$ cat config.mk
export PLATFORM = sky130hd
export DESIGN_NAME = conv_cfg_shadow_regfile
export DESIGN_NICKNAME = d
export VERILOG_FILES = /design/src/rtl/conv_cfg_shadow_regfile.sv
export SDC_FILE = /design/constraint.sdc
export NUM_CORES = 2
export LEC_CHECK = 0
export ABC_AREA = 1
export BUFFER_PORTS_ARGS = -buffer_cell sky130_fd_sc_hd__buf_2
export CAP_MARGIN = 20
export CORE_ASPECT_RATIO = 2
export CORE_UTILIZATION = 40
export CTS_CLUSTER_SIZE = 12
export DETAILED_ROUTE_END_ITERATION = 10
export GPL_TIMING_DRIVEN = 0
export PLACE_DENSITY_LB_ADDON = 0.15
export SLEW_MARGIN = 10
export SYNTH_ARGS = -nofsm -noshare
export SYNTH_HDL_FRONTEND = slang
export SYNTH_SLANG_ARGS = --single-unit
$ cat constraint.sdc
create_clock -name clk -period 4.7 [get_ports clk]
set_input_delay 0.94 -clock clk [delete_from_list [all_inputs] [get_ports clk]]
set_output_delay 0.94 -clock clk [all_outputs]
set_load 0.005 [all_outputs]
$ cat src/rtl/conv_cfg_shadow_regfile.sv
// Double-buffered runtime-parameter register file for the convolution core.
// Host writes go to a shadow bank; an idle-gated commit copies it to the active bank.
module conv_cfg_shadow_regfile #(
    parameter int CFG_WORD_N = 16,
    parameter int DATA_WIDTH = 32,
    parameter int ADDR_WIDTH = 4
) (
    input  logic                             clk,
    input  logic                             rst_n,
    input  logic                             wr_en,
    input  logic [ADDR_WIDTH-1:0]            wr_addr,
    input  logic [DATA_WIDTH-1:0]            wr_data,
    input  logic [DATA_WIDTH/8-1:0]          wr_strb,
    output logic                             wr_err,
    input  logic                             rd_en,
    input  logic [ADDR_WIDTH-1:0]            rd_addr,
    input  logic                             rd_sel,
    output logic [DATA_WIDTH-1:0]            rd_data,
    output logic                             rd_vld,
    input  logic                             commit_req,
    input  logic                             commit_start,
    input  logic                             core_busy,
    output logic                             cfg_locked,
    output logic                             cfg_dirty,
    output logic                             commit_done,
    output logic                             cal_start,
    output logic [CFG_WORD_N*DATA_WIDTH-1:0] cfg_active
);

    localparam int NB = DATA_WIDTH / 8;

    localparam logic [1:0] S_IDLE  = 2'd0;
    localparam logic [1:0] S_WAIT  = 2'd1;
    localparam logic [1:0] S_COPY  = 2'd2;
    localparam logic [1:0] S_START = 2'd3;

    logic [1:0]            state_q, state_d;
    logic                  start_flag_q, start_flag_d;
    logic [DATA_WIDTH-1:0] shadow_q [CFG_WORD_N];
    logic [DATA_WIDTH-1:0] shadow_d [CFG_WORD_N];
    logic [DATA_WIDTH-1:0] active_q [CFG_WORD_N];
    logic                  dirty_q, dirty_d;
    logic                  wr_err_q, wr_err_d;
    logic                  done_q, done_d;
    logic [DATA_WIDTH-1:0] rd_data_q, rd_data_d;
    logic                  rd_vld_q;

    logic wr_in_range;
    logic rd_in_range;
    logic wr_ok;
    logic copy_now;

    assign wr_in_range = (int'(wr_addr) < CFG_WORD_N);
    assign rd_in_range = (int'(rd_addr) < CFG_WORD_N);
    assign wr_ok       = wr_en && (state_q == S_IDLE) && wr_in_range;
    assign copy_now    = (state_q == S_COPY);

    always_comb begin
        state_d      = state_q;
        start_flag_d = start_flag_q;
        unique case (state_q)
            S_IDLE: begin
                if (commit_req) begin
                    state_d      = S_WAIT;
                    start_flag_d = commit_start;
                end
            end
            S_WAIT: begin
                if (!core_busy) state_d = S_COPY;
                if (commit_req && commit_start) start_flag_d = 1'b1;
            end
            S_COPY: begin
                state_d = start_flag_q ? S_START : S_IDLE;
                if (commit_req && commit_start) start_flag_d = 1'b1;
            end
            default: begin
                state_d = S_IDLE;
                if (commit_req && commit_start) start_flag_d = 1'b1;
            end
        endcase
    end

    // Byte-masked merge into the addressed shadow word.
    always_comb begin
        shadow_d = shadow_q;
        if (wr_ok) begin
            for (int b = 0; b < NB; b++) begin
                if (wr_strb[b]) begin
                    shadow_d[wr_addr][b*8 +: 8] = wr_data[b*8 +: 8];
                end
            end
        end
    end

    always_comb begin
        dirty_d = dirty_q;
        if (wr_ok) begin
            dirty_d = 1'b1;
        end else if (copy_now) begin
            dirty_d = 1'b0;
        end
        wr_err_d = wr_en && !wr_ok;
        done_d   = copy_now;
    end

    always_comb begin
        rd_data_d = rd_data_q;
        if (rd_en) begin
            rd_data_d = '0;
            if (rd_in_range) begin
                rd_data_d = rd_sel ? active_q[rd_addr] : shadow_q[rd_addr];
            end
        end
    end

    always_ff @(posedge clk or negedge rst_n) begin
        if (!rst_n) begin
            state_q      <= S_IDLE;
            start_flag_q <= 1'b0;
            dirty_q      <= 1'b0;
            wr_err_q     <= 1'b0;
            done_q       <= 1'b0;
            rd_data_q    <= '0;
            rd_vld_q     <= 1'b0;
            for (int i = 0; i < CFG_WORD_N; i++) begin
                shadow_q[i] <= '0;
                active_q[i] <= '0;
            end
        end else begin
            state_q      <= state_d;
            start_flag_q <= start_flag_d;
            dirty_q      <= dirty_d;
            wr_err_q     <= wr_err_d;
            done_q       <= done_d;
            rd_data_q    <= rd_data_d;
            rd_vld_q     <= rd_en;
            for (int i = 0; i < CFG_WORD_N; i++) begin
                shadow_q[i] <= shadow_d[i];
                if (copy_now) active_q[i] <= shadow_q[i];
            end
        end
    end

    for (genvar g = 0; g < CFG_WORD_N; g++) begin : g_flat
        assign cfg_active[g*DATA_WIDTH +: DATA_WIDTH] = active_q[g];
    end

    assign wr_err      = wr_err_q;
    assign rd_data     = rd_data_q;
    assign rd_vld      = rd_vld_q;
    assign cfg_dirty   = dirty_q;
    assign commit_done = done_q;
    assign cfg_locked  = (state_q != S_IDLE);
    assign cal_start   = (state_q == S_START);

endmodule

**After elaboration in Yosys (flattened, before gate mapping)**

Cells that the tools add are included.

- Equality and inequality tests: 5
- Order comparisons: 3
- Reduce and logical (&&, ||, !) cells: 11
- Mux-type cells: 35
- Bitwise operators: 2

Operator list:

| kind | number |
|---|---|
| $mux W512 | 7 |
| $bwmux W512 | 4 |
| $demux W32 S4 | 4 |
| $bmux W32 S4 | 2 |
| $mux W32 | 6 |
| $mux W24 | 1 |
| $mux W16 | 1 |
| $ge A5 B5 Y1 const B | 2 |
| $not A4 Y5 | 2 |
| $mux W8 | 1 |
| $mux W2 | 3 |
| $pmux W2 S3 | 1 |
| $reduce_bool A2 Y1 | 3 |
| $lt A5 B1 Y1 const B | 1 |
| $mux W1 | 5 |
| $eq A2 B2 Y1 const B | 2 |
| $logic_and A1 B1 Y1 | 4 |
| $ne A2 B2 Y1 const B | 2 |
| $reduce_and A2 Y1 | 2 |
| $eq A2 B1 Y1 const B | 1 |
| $logic_not A2 Y1 | 1 |
| $logic_not A1 Y1 | 1 |

- Output and inout bits: 550
- Flip-flop bits (word level): 1063
- Logic and storage cells: 95
- Input bits: 52

**Logic depth before layout (Yosys ltp)**

- Depth after elaboration: 16
- Depth in mapped cells: 12
- Mapped depth without buffers: 9

**Worst setup path after synthesis**

OpenSTA, ideal clock, no wires.

- Path kind: input to register
- From: input port rd_addr[1]
- To: register rd_data_q[16], in the netlist rd_data[16]
- Slack: 2.546 ns
- Library setup time: 0.118 ns
- Data required time: 4.582 ns
- Path buffers: 3
- Stages on the path: 11
- Data arrival time: 2.036 ns
- Cell sequence: clkbuf_1 -> inv_1 -> buf_2 -> clkbuf_1 -> nand3_1 -> nand3_1 -> nand2_1 -> nand2_1 -> nand3_1 -> nand3_1 -> nand2_1

- Word-level cells in the longest chain between the ends: 5
- Elaborated cells between the ends (all ways): 8
- Those cells by class: mux (7); bitwise (1)

Ends and longest elaborated chain:

| what | RTL line | source |
|---|---|---|
| from (decl) | 16 | `input logic [ADDR_WIDTH-1:0] rd_addr,` |
| $not A4 Y5 (not written as such) (*) | 111 | `rd_data_d = rd_sel ? active_q[rd_addr] : shadow_q[rd_addr];` |
| $bmux W32 S4 | 111 |  |
| $mux W32 (not written as such) (2 in series) | 111 |  |
| $mux W32 (*) | 111 |  |
| to (signal assigned) | 135 | `rd_data_q <= rd_data_d;` |
| to (decl) | 45 | `logic [DATA_WIDTH-1:0] rd_data_q, rd_data_d;` |

Mark *: on every way between the ends. The rest lies on a longest branch, timed or not. The select of a mux whose other input is x is not followed.
A chain may end at the register's enable or synchronous reset.

**Final worst setup path**

- From: input port rd_addr[1]
- To: register rd_data_q[23], in the netlist rd_data[23]

Same word-level chain as after synthesis.

==> impl_metrics.csv <==
group,metric,value,unit
power,seqPwrFrac,44.9,%
logic_synthesis,synth_top_area_cell,"dfrtp_1",
logic_synthesis,synth_top_area_share,53.41,%
power,intPower,22.19,mW
logic_synthesis,avgSynthCellArea,7.728,um2
power,p_total,38.99,mW
logic_synthesis,syn_inst,6445,
setup_path,ff2ff_setup_slack,1.40,ns
floorplanning,die_area,0.1260,mm2
place,gp_congestion,1.008,
sta,rsz0062_at_grt,"no",
global_route,grt.total_usage,43.71,%
job,max_cap_violations,0,
sta,worst_pin_slew,1.290,ns
logic_synthesis,netlist_top_cells_count,"nand2_1 (2495), dfrtp_1 (1063), o21ai_0 (880)",
floorplanning,core,0.1232,mm2
global_route,grt_first_pass_wirelength,376100,um
floorplanning,rows,182,
setup_path,timing.rr.end,"cfg_active[179]",
route,vias_per_cell,5.673,
setup_path,cp-start-kind,"input port",
logic_synthesis,ys_warn_count,0,
setup_path,critPathLaunch,"rd_addr[1]",
logic_synthesis,seq_area_frac_synth,53.41,%
setup_path,reg2regPathDepth,8,
sta,finalCritPeriodShare,72.66,%
sta,report.final.slew_viol_count,0,
route,via_count,50140,
route,postRouteAntennaNets,0,
route,dr.pass1.iters,6,
floorplanning,initial_core_util,40.43,%
global_route,grt_pass1_vias,48050,
logic_synthesis,synthDistinctLibCells,21,
global_route,grt_max_degree,146,
finish,area_growth,16.59,%
logic_synthesis,synthesis.area,0.04981,mm2
setup_path,r2r_start,"state_q[1]",
setup_path,cp_max_fo,10,
power,ir_worst_vdd,349.7,uV
global_route,grt_overflow,0,
power,power.combinational.fraction,34.5,%
floorplanning,ios,602,
place,dp_hpwl,215500,um
worst_hold_path,hp-class,"in2async",
power,swShare,43.11,%
route,drc,0,
logic_synthesis,yosysMostFrequentCell,"nand2_1",
sta,setup_viol_count_final,0,
setup_path,crit_arrival,4.03,ns
route,wl,276300,um
setup_path,worst_path_max_delay_cell,"buf_1",
logic_synthesis,async_reset_ff_share,100.0,%
sta,fin_worst_skew,0.02536,ns
power,power_density,671.5,mW/mm2
cts,cts.hold.buffers_added,0,
logic_synthesis,synth_area_leaders,"dfrtp_1 (53%), nand2_1 (19%), o21ai_0 (8.8%)",
cts,clkLatencyLatePin,0.75,ns
finish,drive_gt1_share,13.60,%
logic_synthesis,ys_seq_elements,1063,
cts,htree_levels,3,
logic_synthesis,synth_edf_count,0,
setup_path,cp.required,5.32,ns
setup_path,cp_common_cell,"nand3_1",
setup_path,cp-endpoint,"rd_data[23]",
cts,path_clk_slew,0.06,ns
global_route,antenna_found_initial,10,
route,dr.first_iter.drc_count,5910,
sta,fin_tns_setup,0,ns
floorplanning,fp.dieW,251.5,um
finish,num-nets-final,7188,
run_status,status,"finished clean",
logic_synthesis,synth_flop_cell,"dfrtp_1",
setup_path,worstPathCellList,"clkbuf_1 -> inv_1 -> buf_2 -> buf_1 -> nand3_1 -> nand3_1 -> nand2_1 -> nand2_1 -> nand3_1 -> nand3_1 -> nand2_1",
setup_path,cp-end-kind,"register",
place,portBuffers,566,
cts,cts_sinks,1063,
cts,clk_root_buffer_cell,"clkbuf_16",
power,p_clk_share,20.6,%
route,drt-wirelength-per-cell,31.26,um
cts,cts_tree,"yes",
setup_path,critical_path_class,"in2reg",
cts,clock_path_buffers,3,
cts,cts_buffers,102,
sta,min_period,3.415,ns
sta,hold_violations,0,
sta,max_slew_margin,14.00,%
setup_path,critPathMaxStageDelay,0.88,ns
cts,post_cts_buffers,0,
sta,fmax,292.8,MHz
logic_synthesis,syn-num-nets,6497,
power,power.switching,16.81,mW
floorplanning,die_h,501.0,um
power,p_leak,29.78,nW
cts,cts_resized,0,
-- registers in the layout, summed over array words and instances (netlist names) --
signal / cells
cfg_dirty: 1
cfg_active: 512
rd_vld: 1
commit_done: 1
start_flag_q: 1
rd_data: 32
shadow_q: 512
state_q: 2
wr_err: 1
-- per-stage QoR --
step / hold WS, ns / area, um2 / std cells / util [%] / worst slack [ns]
3_5_place_dp: 0.4614 / 55030 / 8681 / 44.67 / 0.4572
3_3_place_gp: 0.4594 / 54710 / 8667 / 44.41 / -21.59
2_1_floorplan: 0.4657 / 49810 / 6445 / - / 2.546
4_1_cts: 0.1556 / 57970 / 8823 / 47.05 / 1.250
5_1_grt: 0.1757 / 58060 / 8834 / 47.13 / 0.8786
6_report: 0.1199 / 58070 / 8838 / 47.14 / 1.285
-- metal layers --
layer | vias up | global-route usage, % | wire length, um
li1 | 21830 | - | -
met3 | 820 | 9.009 | 21110
met1 | 24650 | 48.45 | 95130
met4 | 10 | 46.28 | 35160
met2 | 2840 | 67.41 | 124700
met5 | - | 0.6262 | 167
-- power by group through the flow --
stage | logic (mW) | registers [mW] | clock network, mW
2_1_floorplan | 6.47 | 16.0 | 0
3_3_place_gp | 12.7 | 17.4 | 0
3_5_place_dp | 13.0 | 17.4 | 0
4_1_cts | 13.1 | 17.3 | 8.04
5_1_grt | 14.7 | 17.8 | 8.34
6_report | 13.5 | 17.5 | 8.05
-- worst max-delay path: cells and delay by family --
| kind | cells | cell delay (ns) |
|---|---|---|
| and+or+nand+nor | 7 | 1.28 |
| buffers and inverters | 4 | 1.75 |
-- cells in the final DEF, fill, tap and decap left out, drive strengths merged --
master,n
buf,857
bufinv,1
clkbuf,328
clkinv,2
dfrtp,1063
diode,8
inv,501
nand2,2506
nand3,865
nor2,82
o211ai,1
o21ai,968
-- logic make-up (layout without fill, tap and decap cells) --
| family | after synthesis | after routing | share of synthesized area (%) |
|---|---|---|---|
| AO/OA/AOI/OAI | 969 | 969 | 9.742 |
| buffers and inverters | 960 | 1689 | 7.840 |
| flip-flops | 1063 | 1063 | 53.41 |
| other | 0 | 8 | 0 |
| AND/OR/NAND/NOR | 3453 | 3453 | 29.01 |
-- worst min path at each step --
stage	depth (start not counted)	from	slack, ns	end
final	1	rst_n	0.12	cfg_active[299]
after global routing	1	rst_n	0.18	cfg_active[300]
after CTS	1	rst_n	0.16	cfg_active[299]
after detailed placement	2	rd_data[8]	0.46	rd_data[8]
after global placement	2	rd_data[27]	0.46	rd_data[27]
after floorplan	2	start_flag_q	0.47	state_q[1]
-- final cells by class --
class	instances	area, um2
Antenna cell	8	20.02
Buffer	461	2036
Clock buffer	137	2856
Clock inverter	5	80.08
Fill cell	12670	65120
Inverter	499	1876
Multi-Input combinational cell	4422	19300
Sequential cell	1063	26600
Tap cell	1656	2072
Timing Repair Buffer	587	3229
(Power assumes the default switching activity.)
